===== config.mk =====
export PLATFORM = sky130hd
export DESIGN_NAME = network_scheduler_flat
export DESIGN_NICKNAME = d
export VERILOG_FILES = /design/src/rtl/network_scheduler_if.sv /design/src/rtl/network_scheduler.sv /design/src/flat_wrapper.sv
export SDC_FILE = /design/constraint.sdc
export NUM_CORES = 1
export LEC_CHECK = 0
export CORE_MARGIN = 5
export CORE_UTILIZATION = 29
export DETAILED_ROUTE_END_ITERATION = 7
export HOLD_SLACK_MARGIN = 0.05
export PLACE_DENSITY = 0.57
export RECOVER_POWER = 100
export SYNTH_ARGS = -nofsm -noshare
export SYNTH_HDL_FRONTEND = slang
export SYNTH_SLANG_ARGS = --single-unit

===== constraint.sdc =====
create_clock -name clk -period 3.7 [get_ports clk]
set_clock_uncertainty 0.2 [all_clocks]
set_input_delay 0.74 -clock clk [delete_from_list [all_inputs] [get_ports clk]]
set_output_delay 0.74 -clock clk [all_outputs]
set_load 0.005 [all_outputs]

===== src/rtl/network_scheduler_if.sv =====
// Frame, network-drive and result signals between the frame source, network_scheduler and the network.
// Master is the scheduler side; slave is the frame source / result consumer side.
interface network_scheduler_if #(
  parameter int HEIGHT = 7,
  parameter int CNT_W  = 8
);
  logic [HEIGHT-1:0] frame_in;
  logic              frame_valid;
  logic              frame_ready;
  logic [HEIGHT-1:0] pixels;
  logic              net_rst_n;
  logic              neuron_out;
  logic [CNT_W-1:0]  result_count;
  logic              result_hit;
  logic              result_valid;
  logic              result_ready;
  logic              busy;

  modport master (
    input  frame_in, frame_valid, neuron_out, result_ready,
    output frame_ready, pixels, net_rst_n, result_count, result_hit, result_valid, busy
  );

  modport slave (
    output frame_in, frame_valid, neuron_out, result_ready,
    input  frame_ready, pixels, net_rst_n, result_count, result_hit, result_valid, busy
  );
endinterface


===== src/rtl/network_scheduler.sv =====
// Frame sequencer for the spiking network: clear, present WINDOW cycles, count spikes (optional REST drain via NET_SCHED_REST_EN).
// Latency: frame handshake to result_valid is WINDOW+3 cycles (WINDOW+REST+3 with NET_SCHED_REST_EN).
// Backpressure: one frame in flight; frame_ready stays low until the result is taken with result_ready.
module network_scheduler #(
  parameter int HEIGHT = 7,
  parameter int WINDOW = 14336,
  parameter int CNT_W  = 8,
  parameter int THRESH = 4,
  parameter int REST   = 64
) (
  input  logic                clk,
  input  logic                rst,
  network_scheduler_if.master bus
);

`ifdef NET_SCHED_REST_EN
  typedef enum logic [2:0] {S_IDLE, S_CLEAR, S_PRESENT, S_REST, S_REPORT} state_t;
  localparam logic [15:0] REST_LD = 16'(REST);
  logic [15:0] rest_cnt, rest_nxt;
`else
  typedef enum logic [1:0] {S_IDLE, S_CLEAR, S_PRESENT, S_REPORT} state_t;
  logic unused_rest;
  assign unused_rest = ^16'(REST);
`endif

  localparam logic [23:0]      WIN_LD  = 24'(WINDOW);
  localparam logic [CNT_W-1:0] CNT_MAX = '1;
  localparam logic [CNT_W-1:0] THR     = CNT_W'(THRESH);

  state_t            state, state_nxt;
  logic [23:0]       timer, timer_nxt;
  logic [HEIGHT-1:0] frame_q, frame_nxt;
  logic [CNT_W-1:0]  cnt, cnt_nxt;
  logic              neuron_prev;
  logic              spike;

  logic              frame_ready_q;
  logic [HEIGHT-1:0] pixels_q;
  logic              net_rst_n_q;
  logic [CNT_W-1:0]  result_count_q;
  logic              result_hit_q;
  logic              result_valid_q;
  logic              busy_q;

  always_comb begin
    state_nxt = state;
    timer_nxt = timer;
    frame_nxt = frame_q;
    cnt_nxt   = cnt;
`ifdef NET_SCHED_REST_EN
    rest_nxt  = rest_cnt;
`endif
    spike = bus.neuron_out & ~neuron_prev;
    case (state)
      S_IDLE: begin
        if (bus.frame_valid & frame_ready_q) begin
          frame_nxt = bus.frame_in;
          timer_nxt = 24'd2;
          state_nxt = S_CLEAR;
        end
      end
      S_CLEAR: begin
        cnt_nxt = '0;
        if (timer == 24'd1) begin
          timer_nxt = WIN_LD;
          state_nxt = S_PRESENT;
        end else begin
          timer_nxt = timer - 24'd1;
        end
      end
      S_PRESENT: begin
        // Saturate rather than wrap so a busy neuron never reads as quiet.
        if (spike && (cnt != CNT_MAX)) cnt_nxt = cnt + 1'b1;
        if (timer == 24'd1) begin
`ifdef NET_SCHED_REST_EN
          rest_nxt  = REST_LD;
          state_nxt = S_REST;
`else
          state_nxt = S_REPORT;
`endif
        end else begin
          timer_nxt = timer - 24'd1;
        end
      end
`ifdef NET_SCHED_REST_EN
      S_REST: begin
        if (rest_cnt == 16'd1) state_nxt = S_REPORT;
        else                   rest_nxt  = rest_cnt - 16'd1;
      end
`endif
      S_REPORT: begin
        if (bus.result_ready & result_valid_q) state_nxt = S_IDLE;
      end
      default: state_nxt = S_IDLE;
    endcase
  end

  // Edge history runs in every state so the first PRESENT cycle compares against the last CLEAR cycle.
  always_ff @(posedge clk) neuron_prev <= bus.neuron_out;

  always_ff @(posedge clk) begin
    if (rst) begin
      state          <= S_IDLE;
      timer          <= '0;
      frame_q        <= '0;
      cnt            <= '0;
`ifdef NET_SCHED_REST_EN
      rest_cnt       <= '0;
`endif
      frame_ready_q  <= 1'b0;
      pixels_q       <= '0;
      net_rst_n_q    <= 1'b0;
      result_count_q <= '0;
      result_hit_q   <= 1'b0;
      result_valid_q <= 1'b0;
      busy_q         <= 1'b0;
    end else begin
      state          <= state_nxt;
      timer          <= timer_nxt;
      frame_q        <= frame_nxt;
      cnt            <= cnt_nxt;
`ifdef NET_SCHED_REST_EN
      rest_cnt       <= rest_nxt;
`endif
      frame_ready_q  <= (state_nxt == S_IDLE);
      busy_q         <= (state_nxt != S_IDLE);
      net_rst_n_q    <= (state_nxt != S_CLEAR);
      pixels_q       <= ((state_nxt == S_CLEAR) || (state_nxt == S_PRESENT)) ? frame_nxt : '0;
      result_valid_q <= (state_nxt == S_REPORT);
      if ((state_nxt == S_REPORT) && (state != S_REPORT)) begin
        result_count_q <= cnt_nxt;
        result_hit_q   <= (cnt_nxt >= THR);
      end
    end
  end

  assign bus.frame_ready  = frame_ready_q;
  assign bus.pixels       = pixels_q;
  assign bus.net_rst_n    = net_rst_n_q;
  assign bus.result_count = result_count_q;
  assign bus.result_hit   = result_hit_q;
  assign bus.result_valid = result_valid_q;
  assign bus.busy         = busy_q;

endmodule


===== src/flat_wrapper.sv =====
// flat-port wrapper written by rule: the top's interface ports become plain ports
module network_scheduler_flat 
#(
  parameter int HEIGHT = 7,
  parameter int WINDOW = 14336,
  parameter int CNT_W  = 8,
  parameter int THRESH = 4,
  parameter int REST   = 64
)
  (clk, rst, bus_frame_in, bus_frame_valid, bus_neuron_out, bus_result_ready, bus_frame_ready, bus_pixels, bus_net_rst_n, bus_result_count, bus_result_hit, bus_result_valid, bus_busy);
  network_scheduler_if #(.HEIGHT(HEIGHT), .CNT_W(CNT_W)) bus_i ();
  input  logic clk;
  input  logic rst;
  input wire logic [$bits(bus_i.frame_in)-1:0] bus_frame_in;
  input wire logic [$bits(bus_i.frame_valid)-1:0] bus_frame_valid;
  input wire logic [$bits(bus_i.neuron_out)-1:0] bus_neuron_out;
  input wire logic [$bits(bus_i.result_ready)-1:0] bus_result_ready;
  output wire logic [$bits(bus_i.frame_ready)-1:0] bus_frame_ready;
  output wire logic [$bits(bus_i.pixels)-1:0] bus_pixels;
  output wire logic [$bits(bus_i.net_rst_n)-1:0] bus_net_rst_n;
  output wire logic [$bits(bus_i.result_count)-1:0] bus_result_count;
  output wire logic [$bits(bus_i.result_hit)-1:0] bus_result_hit;
  output wire logic [$bits(bus_i.result_valid)-1:0] bus_result_valid;
  output wire logic [$bits(bus_i.busy)-1:0] bus_busy;
  assign bus_i.frame_in = bus_frame_in;
  assign bus_i.frame_valid = bus_frame_valid;
  assign bus_i.neuron_out = bus_neuron_out;
  assign bus_i.result_ready = bus_result_ready;
  assign bus_frame_ready = bus_i.frame_ready;
  assign bus_pixels = bus_i.pixels;
  assign bus_net_rst_n = bus_i.net_rst_n;
  assign bus_result_count = bus_i.result_count;
  assign bus_result_hit = bus_i.result_hit;
  assign bus_result_valid = bus_i.result_valid;
  assign bus_busy = bus_i.busy;
  network_scheduler #(.HEIGHT(HEIGHT), .WINDOW(WINDOW), .CNT_W(CNT_W), .THRESH(THRESH), .REST(REST)) u_core (.clk(clk), .rst(rst), .bus(bus_i));
endmodule

==> results of run 1 <==
## through the flow
stage / std cells / setup WS, ns / total power [mW] / instance area (µm²) / util, %
floorplan: 325 / 0.621 / 2.27 / 2930 / -
global placement: 485 / 0.553 / 2.76 / 3400 / 34.6
detailed placement: 485 / 0.482 / 2.78 / 3400 / 34.6
CTS: 501 / 0.479 / 3.40 / 3600 / 36.6
global route: 501 / 0.182 / 3.62 / 3570 / 36.4
finish: 501 / 0.516 / 3.31 / 3570 / 36.4
## kinds of logic (layout without fill, tap and decap cells)
kind of cell,count (synthesis),in the layout
compound gates,88,88
xor+xnor,7,7
fa+ha+maj,12,12
buf+inv,20,63
flops,62,62
mux,9,9
simple gates,127,127
## layout make-up
cell class,count,area (µm²),share of cell area (%)
clock buffers,10,128,3.58
well taps,133,166,4.66
multi-input cells,243,1580,44.3
flip-flops and latches,62,1240,34.8
clock inverters,6,70.1,1.96
inverters,10,37.5,1.05
repair buffers,37,344,9.64
## synth_stat cells (all sizes together) (2+ instances only)
cell | instances | share of area (%)
buf | 6 | 1.2
dfxtp | 62 | 42
or3 | 8 | 1.7
nand3 | 10 | 1.7
nand2 | 19 | 2.4
or4 | 11 | 2.9
o2111ai | 2 | 0.60
a31oi | 4 | 0.85
nor3b | 2 | 0.51
nand2b | 4 | 0.85
or3b | 2 | 0.60
and3b | 2 | 0.60
nor2b | 6 | 1.3
mux2i | 9 | 3.1
o41ai | 5 | 1.8
a21oi | 26 | 4.4
nor4 | 7 | 2.0
clkbuf | 4 | 0.51
ha | 12 | 5.1
nor2 | 30 | 3.8
a21boi | 3 | 0.77
o31ai | 7 | 1.8
xor2 | 6 | 1.8
and3 | 2 | 0.43
a41oi | 3 | 0.90
o21a | 6 | 1.8
and2 | 9 | 1.9
inv | 10 | 1.3
o211ai | 4 | 1.2
o21ai | 21 | 3.7
a211oi | 3 | 0.77
nor3 | 9 | 1.5
## power by group through the flow
stage               combinational [mW]  sequential (mW)  clock [mW]
floorplan                         1.30            0.971           0
global placement                  1.76             1.00           0
detailed placement                1.77             1.01           0
CTS                               1.79            0.994       0.615
global route                      1.95             1.02       0.648
finish                            1.72            0.992       0.599
## registers in the layout, indices dropped and copies added, names as in the netlist
register                 flops
u_core.timer                24
u_core.bus.result_count      8
u_core.cnt                   8
u_core.bus.pixels            7
u_core.frame_q               7
u_core.state                 2
u_core.bus.busy              1
u_core.bus.frame_ready       1
u_core.bus.net_rst_n         1
u_core.bus.result_hit        1
u_core.bus.result_valid      1
u_core.neuron_prev           1
## path summary, 6_finish.rpt
kind                                end  slack (ns)  cells after the start                       start
min          u_core.bus.result_count[3]        0.27                      2  u_core.bus.result_count[3]
min reg2reg  u_core.bus.result_count[3]        0.27                      2  u_core.bus.result_count[3]
max reg2reg  u_core.bus.result_count[3]        0.52                     10            u_core.timer[16]
max          u_core.bus.result_count[3]        0.52                     10            u_core.timer[16]
## critical path: stages (launching register included)
cell,delay (ns)
dfxtp_1,0.36
or4_1,0.64
nand4b_4,0.31
o21a_2,0.29
o41ai_2,0.38
inv_1,0.12
ha_1,0.23
nand2b_1,0.29
nor2_1,0.06
o21ai_0,0.10
a21oi_1,0.08
## routing by layer
metal | wire length, µm | part of all wire, % | vias up | track usage [%]
met1 | 3350 | 50 | 1191 | 15.2
met5 | 0 | 0 | - | 0
met4 | 112 | 1.7 | 0 | 4.43
li1 | - | - | 1273 | -
met2 | 2900 | 43 | 46 | 17.1
met3 | 326 | 4.9 | 8 | 3.99
==> flow_results.xml, run 1 <==
<?xml version="1.0" encoding="UTF-8"?>
<metrics>
  <group name="logic_synthesis">
    <metric name="seq_area_frac_synth" unit="%">42.4</metric>
    <metric name="synthSimpleGateAreaFrac" unit="%">24.5</metric>
    <metric name="synthesized_area_fraction_occupied_by_ao_oa_aoi_and_oai_cells" unit="%">19.8</metric>
    <metric name="dominant_combinational_cell_family_by_area_after_synthesis" unit="">simple AND/OR/NAND/NOR gates</metric>
    <metric name="dominantRegCellSynth" unit="">dfxtp_1</metric>
    <metric name="synth_edf_count" unit="">0</metric>
    <metric name="synth.avg_cell_area" unit="µm²">9.00</metric>
    <metric name="syn_area" unit="mm²">0.00293</metric>
    <metric name="synthesized_instance_count" unit="">325</metric>
    <metric name="yosys_register_bits" unit="">62</metric>
    <metric name="yosysWarningCount" unit="">0</metric>
    <metric name="yosys.area_share.adder" unit="%">5.13</metric>
    <metric name="synth.distinct_cells" unit="">52</metric>
    <metric name="synth_nets" unit="">349</metric>
    <metric name="mux_share_of_post_synthesis_cell_area" unit="%">3.08</metric>
    <metric name="synthXorXnorAreaFrac" unit="%">2.09</metric>
    <metric name="async_flop_share" unit="%">0</metric>
  </group>
  <group name="critical_path">
    <metric name="worstPathArrival" unit="ns">3.21</metric>
    <metric name="setup_crit_start_kind" unit="">flip-flop</metric>
    <metric name="critical_path.endpoint_type" unit="">flip-flop</metric>
    <metric name="timing_worst_setup_path_type" unit="">flip-flop to flip-flop</metric>
    <metric name="worstPathRequired" unit="ns">3.73</metric>
    <metric name="worstPathMaxFanout" unit="">13</metric>
  </group>
  <group name="clocking">
    <metric name="post_cts_hold_buffer_count" unit="">0</metric>
    <metric name="cts_resized" unit="">0</metric>
    <metric name="cts_num_sinks" unit="">62</metric>
    <metric name="cts_max_level" unit="">3</metric>
    <metric name="ctsLongestPathBuffers" unit="">2</metric>
    <metric name="worst_setup_hold_path_clk_slew" unit="ns">0.08</metric>
    <metric name="clk_latency" unit="ns">0.34</metric>
    <metric name="post_cts_buffers" unit="">0</metric>
    <metric name="clock-root-buffer" unit="">clkbuf_8</metric>
    <metric name="cts_buffers" unit="">9</metric>
    <metric name="cts_tree" unit="">done</metric>
  </group>
  <group name="final_layout">
    <metric name="share_of_post_route_cells_with_drive_strength_above_1" unit="%">7.07</metric>
    <metric name="number_of_fillers_in_the_final_layout" unit="">1067</metric>
    <metric name="antenna_diode_count" unit="">0</metric>
    <metric name="finalNetCount" unit="">387</metric>
    <metric name="layout_commonest_cell" unit="">dfxtp_1</metric>
    <metric name="synthToLayoutAreaGrowth" unit="%">22.0</metric>
    <metric name="layout.cells.most_common_list" unit="">dfxtp_1 (62), nor2_1 (30), a21oi_1 (26), dlygate4sd3_1 (22), o21ai_0 (20)</metric>
  </group>
  <group name="pwr">
    <metric name="vdd_drop_max" unit="µV">326</metric>
    <metric name="power.share.combinational" unit="%">51.9</metric>
    <metric name="leak" unit="nW">1.41</metric>
    <metric name="clockPowerShare" unit="%">18.1</metric>
    <metric name="net-switching-power" unit="mW">1.47</metric>
    <metric name="power.internal" unit="mW">1.84</metric>
    <metric name="power.density" unit="mW/mm²">927</metric>
    <metric name="power.switching_fraction" unit="%">44.4</metric>
    <metric name="power.sequential.fraction" unit="%">30.0</metric>
  </group>
  <group name="sta">
    <metric name="rsz0062_at_grt" unit="">no</metric>
    <metric name="max_slew_headroom" unit="%">14.5</metric>
    <metric name="timing.final.setup_violations" unit="">0</metric>
    <metric name="timing.final.crit_period" unit="ns">3.18</metric>
    <metric name="holdWs" unit="ns">0.270</metric>
    <metric name="max_slew_violation_count" unit="">0</metric>
    <metric name="clock.fmax" unit="MHz">314</metric>
    <metric name="final_hold_viol_count" unit="">0</metric>
    <metric name="timing.setup.tns" unit="ns">0</metric>
    <metric name="min_period_over_period" unit="%">86.0</metric>
    <metric name="timing_worst_slew_pin_value" unit="ns">1.27</metric>
  </group>
  <group name="floorplan">
    <metric name="standard_cell_rows" unit="">36</metric>
    <metric name="starting_density_of_the_core" unit="%">29.8</metric>
    <metric name="die_area" unit="mm²">0.0122</metric>
    <metric name="die_height" unit="µm">110</metric>
    <metric name="coreArea" unit="mm²">0.00982</metric>
    <metric name="io_pins" unit="">32</metric>
    <metric name="die_width" unit="µm">110</metric>
  </group>
  <group name="place">
    <metric name="io_buffers" unit="">31</metric>
    <metric name="weighted_congestion_at_the_end_of_routability_driven_global_placement" unit="">0.789</metric>
    <metric name="detailedPlacementHpwl" unit="µm">4780</metric>
  </group>
  <group name="drt">
    <metric name="drcViolationCount" unit="">0</metric>
    <metric name="routed_wl" unit="µm">6690</metric>
    <metric name="num_vias" unit="">2518</metric>
    <metric name="vias_per_cell" unit="">5.03</metric>
    <metric name="route.antenna.remaining_nets" unit="">0</metric>
    <metric name="wl_per_cell" unit="µm">13.4</metric>
    <metric name="detail_route.first_pass.iterations" unit="">4</metric>
    <metric name="dr.first_iter.drc_count" unit="">156</metric>
  </group>
  <group name="status">
    <metric name="result_of_the_run" unit="">finished, final reports clean</metric>
  </group>
  <group name="run">
    <metric name="drv.max_cap_violation_count" unit="">0</metric>
  </group>
  <group name="global_routing">
    <metric name="grt_pass1_vias" unit="">2441</metric>
    <metric name="wire_length_of_the_first_global_routing_pass" unit="µm">11700</metric>
    <metric name="aggregate_global_route_resource_usage" unit="%">11.5</metric>
    <metric name="largest_net_degree_at_the_start_of_global_routing" unit="">28</metric>
    <metric name="grt-ovfl-total" unit="">0</metric>
    <metric name="initial_antenna_violation_count" unit="">0</metric>
  </group>
  <group name="worst_hold_path">
    <metric name="hp-class" unit="">flip-flop to flip-flop</metric>
  </group>
</metrics>
Power figures use the tool's default switching activity.
==> run 2, diff against run 1 <==
--- a/config.mk
+++ b/config.mk
@@ -9,7 +9,7 @@
 export CORE_UTILIZATION = 29
 export DETAILED_ROUTE_END_ITERATION = 7
 export HOLD_SLACK_MARGIN = 0.05
-export PLACE_DENSITY = 0.57
+export PLACE_DENSITY = 0.47
 export RECOVER_POWER = 100
 export SYNTH_ARGS = -nofsm -noshare
 export SYNTH_HDL_FRONTEND = slang
==> run 2 against run 1 <==
First-iteration DRC count fell by 22%. Worst setup slack worse by 0.080 ns. Sequential share of layout area shrank 0.097 points. Flip-flop and latch count did not move. Cell count is 0.20% lower. Critical path depth decreased by 1. Via count down 0.52%. Non-clock buffer count down 1. Critical path type unchanged. Largest cell class unchanged. Largest power group unchanged.
==> flow_results.xml, run 2 (synthesized netlist as in run 1, its figures left out) <==
<?xml version="1.0" encoding="UTF-8"?>
<metrics>
  <group name="status">
    <metric name="result_of_the_run" unit="">finished, final reports clean</metric>
  </group>
  <group name="critical_path">
    <metric name="setup_crit_start_kind" unit="">flip-flop</metric>
    <metric name="worstPathRequired" unit="ns">3.76</metric>
    <metric name="critical_path.endpoint_type" unit="">flip-flop</metric>
    <metric name="slowest_stage" unit="">or4_1</metric>
    <metric name="critical-path-top-delay-family" unit="">simple AND/OR/NAND/NOR gates</metric>
    <metric name="worstPathArrival" unit="ns">3.32</metric>
    <metric name="worstPathBufferInverterCount" unit="">1</metric>
    <metric name="crit_path_cell_trace" unit="">or4_1 &gt; nand4b_4 &gt; o21a_2 &gt; o41ai_2 &gt; inv_1 &gt; ha_1 &gt; nand2b_1 &gt; nor3_1 &gt; a41oi_1</metric>
    <metric name="timing_worst_setup_path_type" unit="">flip-flop to flip-flop</metric>
    <metric name="worstPathMaxFanout" unit="">13</metric>
    <metric name="critical_path.max_stage_delay" unit="ns">0.64</metric>
  </group>
  <group name="drt">
    <metric name="routed_wl" unit="µm">6990</metric>
    <metric name="dr.first_iter.drc_count" unit="">122</metric>
    <metric name="num_vias" unit="">2505</metric>
    <metric name="wl_per_cell" unit="µm">14.0</metric>
    <metric name="route.antenna.remaining_nets" unit="">0</metric>
    <metric name="vias_per_cell" unit="">5.01</metric>
    <metric name="drcViolationCount" unit="">0</metric>
    <metric name="detail_route.first_pass.iterations" unit="">4</metric>
  </group>
  <group name="sta">
    <metric name="timing.final.setup_violations" unit="">0</metric>
    <metric name="max_slew_headroom" unit="%">17.4</metric>
    <metric name="min_period_over_period" unit="%">88.2</metric>
    <metric name="timing_worst_slew_pin_value" unit="ns">1.23</metric>
    <metric name="rsz0062_at_grt" unit="">no</metric>
    <metric name="timing.final.crit_period" unit="ns">3.26</metric>
    <metric name="final_hold_viol_count" unit="">0</metric>
    <metric name="timing.setup.tns" unit="ns">0</metric>
    <metric name="clock.fmax" unit="MHz">306</metric>
    <metric name="max_slew_violation_count" unit="">0</metric>
  </group>
  <group name="global_routing">
    <metric name="wire_length_of_the_first_global_routing_pass" unit="µm">11900</metric>
    <metric name="aggregate_global_route_resource_usage" unit="%">11.7</metric>
    <metric name="initial_antenna_violation_count" unit="">0</metric>
    <metric name="grt-ovfl-total" unit="">0</metric>
    <metric name="grt_pass1_vias" unit="">2479</metric>
    <metric name="largest_net_degree_at_the_start_of_global_routing" unit="">28</metric>
  </group>
  <group name="pwr">
    <metric name="clockPowerShare" unit="%">18.5</metric>
    <metric name="power.sequential.fraction" unit="%">29.6</metric>
    <metric name="power.switching_fraction" unit="%">44.3</metric>
    <metric name="power.density" unit="mW/mm²">935</metric>
    <metric name="leak" unit="nW">1.42</metric>
    <metric name="vdd_drop_max" unit="µV">390</metric>
    <metric name="net-switching-power" unit="mW">1.48</metric>
    <metric name="power.internal" unit="mW">1.86</metric>
    <metric name="power.share.combinational" unit="%">51.8</metric>
  </group>
  <group name="final_layout">
    <metric name="finalNetCount" unit="">386</metric>
    <metric name="number_of_fillers_in_the_final_layout" unit="">1072</metric>
    <metric name="regMostFlops" unit="">u_core.timer</metric>
    <metric name="share_of_post_route_cells_with_drive_strength_above_1" unit="%">7.63</metric>
    <metric name="final_core_util" unit="%">36.5</metric>
    <metric name="largest_register_ff_count" unit="">24</metric>
    <metric name="synthToLayoutAreaGrowth" unit="%">22.3</metric>
    <metric name="seq_area" unit="mm²">0.00124</metric>
    <metric name="multiInputGateArea" unit="mm²">0.00158</metric>
    <metric name="stdcell_area" unit="mm²">0.00358</metric>
    <metric name="antenna_diode_count" unit="">0</metric>
    <metric name="layout.cells.most_common_list" unit="">dfxtp_1 (62), nor2_1 (30), a21oi_1 (26), dlygate4sd3_1 (22), o21ai_0 (20)</metric>
    <metric name="layout_commonest_cell" unit="">dfxtp_1</metric>
  </group>
  <group name="floorplan">
    <metric name="standard_cell_rows" unit="">36</metric>
    <metric name="starting_density_of_the_core" unit="%">29.8</metric>
    <metric name="die_height" unit="µm">110</metric>
    <metric name="die_area" unit="mm²">0.0122</metric>
    <metric name="io_pins" unit="">32</metric>
    <metric name="coreArea" unit="mm²">0.00982</metric>
    <metric name="die_width" unit="µm">110</metric>
  </group>
  <group name="place">
    <metric name="io_buffers" unit="">31</metric>
    <metric name="post_dp_cell_area" unit="mm²">0.00339</metric>
    <metric name="weighted_congestion_at_the_end_of_routability_driven_global_placement" unit="">0.767</metric>
    <metric name="detailedPlacementHpwl" unit="µm">4850</metric>
  </group>
  <group name="clocking">
    <metric name="worst_setup_hold_path_clk_slew" unit="ns">0.08</metric>
    <metric name="ctsLongestPathBuffers" unit="">2</metric>
    <metric name="post_cts_hold_buffer_count" unit="">0</metric>
    <metric name="cts_resized" unit="">0</metric>
    <metric name="post_cts_buffers" unit="">0</metric>
    <metric name="cts_tree" unit="">done</metric>
    <metric name="clk_latency" unit="ns">0.34</metric>
    <metric name="cts_num_sinks" unit="">62</metric>
    <metric name="cts_buffers" unit="">9</metric>
    <metric name="cts_max_level" unit="">3</metric>
    <metric name="clock-root-buffer" unit="">clkbuf_8</metric>
  </group>
  <group name="worst_hold_path">
    <metric name="hp-class" unit="">flip-flop to flip-flop</metric>
  </group>
  <group name="run">
    <metric name="drv.max_cap_violation_count" unit="">0</metric>
  </group>
</metrics>
run 2: cell type report:
cell class                 instances  share of cell area (%)
clock inverter                     6                    1.96
clock buffer                      10                    3.84
multi-input combinational        243                    44.2
sequential                        62                    34.7
inverter                          10                    1.05
timing repair buffer              36                    9.61
tap                              133                    4.65
run 2: routing by layer:
| layer | up-vias | GRT usage [%] | share of wire (%) |
|---|---|---|---|
| li1 | 1271 | - | - |
| met2 | 41 | 18.5 | 45 |
| met1 | 1183 | 15.0 | 49 |
| met4 | 0 | 4.43 | 1.5 |
| met5 | - | 0 | 0 |
| met3 | 10 | 3.72 | 4.2 |
run 2: final timing paths:
check / start / to / slack (ns) / cells past startpoint
setup / recovery: u_core.timer[16] / u_core.bus.result_hit / 0.44 / 9
hold / removal: u_core.bus.result_count[3] / u_core.bus.result_count[3] / 0.26 / 2
setup reg to reg: u_core.timer[16] / u_core.bus.result_hit / 0.44 / 9
hold reg to reg: u_core.bus.result_count[3] / u_core.bus.result_count[3] / 0.26 / 2
run 2: power groups by stage:
stage / registers [mW] / logic [mW] / clock network (mW)
6_report: 0.992 / 1.74 / 0.620
5_1_grt: 1.02 / 1.98 / 0.674
4_1_cts: 0.993 / 1.80 / 0.640
3_5_place_dp: 1.00 / 1.79 / 0
3_3_place_gp: 1.01 / 1.80 / 0
2_1_floorplan: 0.971 / 1.30 / 0
run 2: tightest hold or removal path: stages, from the launching register on:
cell	delay (ns)
dfxtp_1	0.31
nand2_1	0.05
a21oi_1	0.05
run 2: metrics by stage:
step | cells | total power, mW | worst slack [ns] | hold slack [ns]
2_1_floorplan | 325 | 2.27 | 0.621 | 0.242
3_3_place_gp | 484 | 2.81 | 0.507 | 0.250
5_1_grt | 500 | 3.68 | 0.134 | 0.275
4_1_cts | 500 | 3.43 | 0.417 | 0.265
3_5_place_dp | 484 | 2.79 | 0.442 | 0.251
6_report | 500 | 3.35 | 0.437 | 0.257
==> run 3, diff against run 2 <==
--- a/config.mk
+++ b/config.mk
@@ -6,10 +6,10 @@
 export NUM_CORES = 1
 export LEC_CHECK = 0
 export CORE_MARGIN = 5
-export CORE_UTILIZATION = 29
+export CORE_UTILIZATION = 40
 export DETAILED_ROUTE_END_ITERATION = 7
 export HOLD_SLACK_MARGIN = 0.05
-export PLACE_DENSITY = 0.47
+export PLACE_DENSITY = 0.6
 export RECOVER_POWER = 100
 export SYNTH_ARGS = -nofsm -noshare
 export SYNTH_HDL_FRONTEND = slang
==> run 3 against run 2 <==
Cell count fell by 7.0%. Design area fell by 2.2%. Via count fell by 1.9%. Hold slack got worse by 0.0020 ns. Total power fell by 3.3%. Core utilization rose by 12 points. Sequential power barely moved. Routed wire length fell by 6.8%. Highest routed layer unchanged. Die area fell by 25%.
==> flow_results.xml, run 3 (synthesized netlist as in run 1, its figures left out) <==
<?xml version="1.0" encoding="UTF-8"?>
<metrics>
  <group name="drt">
    <metric name="route.antenna.remaining_nets" unit="">0</metric>
    <metric name="routed_wl" unit="µm">6520</metric>
    <metric name="vias_per_cell" unit="">5.28</metric>
    <metric name="num_vias" unit="">2457</metric>
    <metric name="drcViolationCount" unit="">0</metric>
    <metric name="wl_per_cell" unit="µm">14.0</metric>
    <metric name="detail_route.first_pass.iterations" unit="">4</metric>
    <metric name="dr.first_iter.drc_count" unit="">109</metric>
  </group>
  <group name="pwr">
    <metric name="vdd_drop_max" unit="µV">377</metric>
    <metric name="leak" unit="nW">1.41</metric>
    <metric name="post-layout-total-power" unit="mW">3.24</metric>
    <metric name="power.density" unit="mW/mm²">925</metric>
  </group>
  <group name="critical_path">
    <metric name="worstPathRequired" unit="ns">3.76</metric>
    <metric name="timing_worst_setup_path_type" unit="">flip-flop to flip-flop</metric>
    <metric name="worstPathMaxFanout" unit="">13</metric>
    <metric name="critical_path.endpoint_type" unit="">flip-flop</metric>
    <metric name="worstPathBufferInverterCount" unit="">1</metric>
    <metric name="crit_path_cell_trace" unit="">or4_1 &gt; nand4b_4 &gt; o21a_2 &gt; o41ai_2 &gt; inv_1 &gt; ha_1 &gt; nand2b_1 &gt; nor3_1 &gt; a41oi_1</metric>
    <metric name="rrSetupSlack" unit="ns">0.48</metric>
    <metric name="critical_path.max_stage_delay" unit="ns">0.64</metric>
    <metric name="setup_crit_start_kind" unit="">flip-flop</metric>
    <metric name="slowest_stage" unit="">or4_1</metric>
    <metric name="worstPathArrival" unit="ns">3.28</metric>
    <metric name="critical-path-top-delay-family" unit="">simple AND/OR/NAND/NOR gates</metric>
  </group>
  <group name="sta">
    <metric name="max_slew_violation_count" unit="">0</metric>
    <metric name="final_hold_viol_count" unit="">0</metric>
    <metric name="min_period_over_period" unit="%">87.0</metric>
    <metric name="clock.fmax" unit="MHz">310</metric>
    <metric name="holdWs" unit="ns">0.255</metric>
    <metric name="timing.final.setup_violations" unit="">0</metric>
    <metric name="timing.setup.tns" unit="ns">0</metric>
    <metric name="max_slew_headroom" unit="%">19.9</metric>
    <metric name="rsz0062_at_grt" unit="">no</metric>
    <metric name="timing.final.crit_period" unit="ns">3.22</metric>
    <metric name="timing_worst_slew_pin_value" unit="ns">1.19</metric>
  </group>
  <group name="place">
    <metric name="post_dp_cell_area" unit="mm²">0.00335</metric>
    <metric name="detailedPlacementHpwl" unit="µm">4490</metric>
    <metric name="weighted_congestion_at_the_end_of_routability_driven_global_placement" unit="">0.811</metric>
    <metric name="io_buffers" unit="">31</metric>
  </group>
  <group name="final_layout">
    <metric name="final_core_util" unit="%">48.8</metric>
    <metric name="multiInputGateArea" unit="mm²">0.00158</metric>
    <metric name="antenna_diode_count" unit="">0</metric>
    <metric name="synthToLayoutAreaGrowth" unit="%">19.6</metric>
    <metric name="stdcell_area" unit="mm²">0.00350</metric>
    <metric name="finalNetCount" unit="">386</metric>
    <metric name="layout_commonest_cell" unit="">dfxtp_1</metric>
    <metric name="regMostFlops" unit="">u_core.timer</metric>
    <metric name="layout.cells.most_common_list" unit="">dfxtp_1 (62), nor2_1 (30), a21oi_1 (26), dlygate4sd3_1 (22), o21ai_0 (20)</metric>
    <metric name="number_of_fillers_in_the_final_layout" unit="">684</metric>
    <metric name="largest_register_ff_count" unit="">24</metric>
    <metric name="seq_area" unit="mm²">0.00124</metric>
    <metric name="share_of_post_route_cells_with_drive_strength_above_1" unit="%">6.83</metric>
  </group>
  <group name="clocking">
    <metric name="cts_buffers" unit="">9</metric>
    <metric name="post_cts_hold_buffer_count" unit="">0</metric>
    <metric name="cts_tree" unit="">done</metric>
    <metric name="clk_latency" unit="ns">0.34</metric>
    <metric name="clock-root-buffer" unit="">clkbuf_8</metric>
    <metric name="cts_resized" unit="">0</metric>
    <metric name="cts_max_level" unit="">3</metric>
    <metric name="post_cts_buffers" unit="">0</metric>
    <metric name="ctsLongestPathBuffers" unit="">2</metric>
    <metric name="worst_setup_hold_path_clk_slew" unit="ns">0.07</metric>
    <metric name="cts_num_sinks" unit="">62</metric>
  </group>
  <group name="global_routing">
    <metric name="grt-ovfl-total" unit="">0</metric>
    <metric name="largest_net_degree_at_the_start_of_global_routing" unit="">28</metric>
    <metric name="grt_pass1_vias" unit="">2401</metric>
    <metric name="aggregate_global_route_resource_usage" unit="%">15.5</metric>
    <metric name="wire_length_of_the_first_global_routing_pass" unit="µm">11100</metric>
    <metric name="initial_antenna_violation_count" unit="">0</metric>
  </group>
  <group name="floorplan">
    <metric name="die_height" unit="µm">95.5</metric>
    <metric name="starting_density_of_the_core" unit="%">40.8</metric>
    <metric name="io_pins" unit="">32</metric>
    <metric name="coreArea" unit="mm²">0.00718</metric>
    <metric name="standard_cell_rows" unit="">31</metric>
    <metric name="die_width" unit="µm">95.5</metric>
    <metric name="die_area" unit="mm²">0.00913</metric>
  </group>
  <group name="status">
    <metric name="result_of_the_run" unit="">finished, final reports clean</metric>
  </group>
  <group name="worst_hold_path">
    <metric name="hp-class" unit="">flip-flop to flip-flop</metric>
  </group>
  <group name="run">
    <metric name="drv.max_cap_violation_count" unit="">0</metric>
  </group>
</metrics>
==> run 3: changes by cell type in the layout (fill, tap and decap cells not counted) <==
cell,before,now
inv_6,1,0
bufinv_16,1,0
and2_1,7,8
and2_0,2,1
clkinv_4,1,0
clkbuf_8,10,11
buf_4,4,3
clkbuf_1,1,3
clkinv_2,0,1
clkinvlp_4,3,2
==> run 3: cell type report <==
type | count | area share, %
flip-flops and latches | 62 | 35.5
clock buffers | 12 | 4.43
clock inverters | 3 | 0.572
repair buffers | 36 | 9.72
well taps | 99 | 3.54
multi-input cells | 243 | 45.2
inverters | 10 | 1.07
==> run 3: per-stage QoR <==
| stage | std cells | setup WS [ns] |
|---|---|---|
| 2_1_floorplan | 325 | 0.621 |
| 3_3_place_gp | 450 | 0.565 |
| 3_5_place_dp | 450 | 0.473 |
| 4_1_cts | 465 | 0.475 |
| 5_1_grt | 465 | 0.235 |
| 6_report | 465 | 0.479 |
==> run 3: worst paths after layout <==
kind                         startpoint                         end  cells after the start
max                    u_core.timer[16]       u_core.bus.result_hit                      9
min          u_core.bus.result_count[3]  u_core.bus.result_count[3]                      2
max reg2reg            u_core.timer[16]       u_core.bus.result_hit                      9
min reg2reg  u_core.bus.result_count[3]  u_core.bus.result_count[3]                      2
==> run 3: power breakdown <==
part           switching (mW)  internal, mW
Combinational            1.03         0.683
Clock                   0.258         0.275
Sequential              0.153         0.839
==> run 3: worst reg2reg max path: stages, from the launching register on <==
cell and delay [ns]:
dfxtp_1 0.36, or4_1 0.64, nand4b_4 0.32, o21a_2 0.29, o41ai_2 0.38, inv_1 0.12
ha_1 0.25, nand2b_1 0.29, nor3_1 0.09, a41oi_1 0.21
==> run 3: metal layers <==
layer,up-vias,wire [µm],track usage [%]
met4,0,85,5.33
li1,1273,-,-
met2,36,2860,23.9
met3,9,271,5.05
met5,-,0,0
met1,1139,3300,20.4
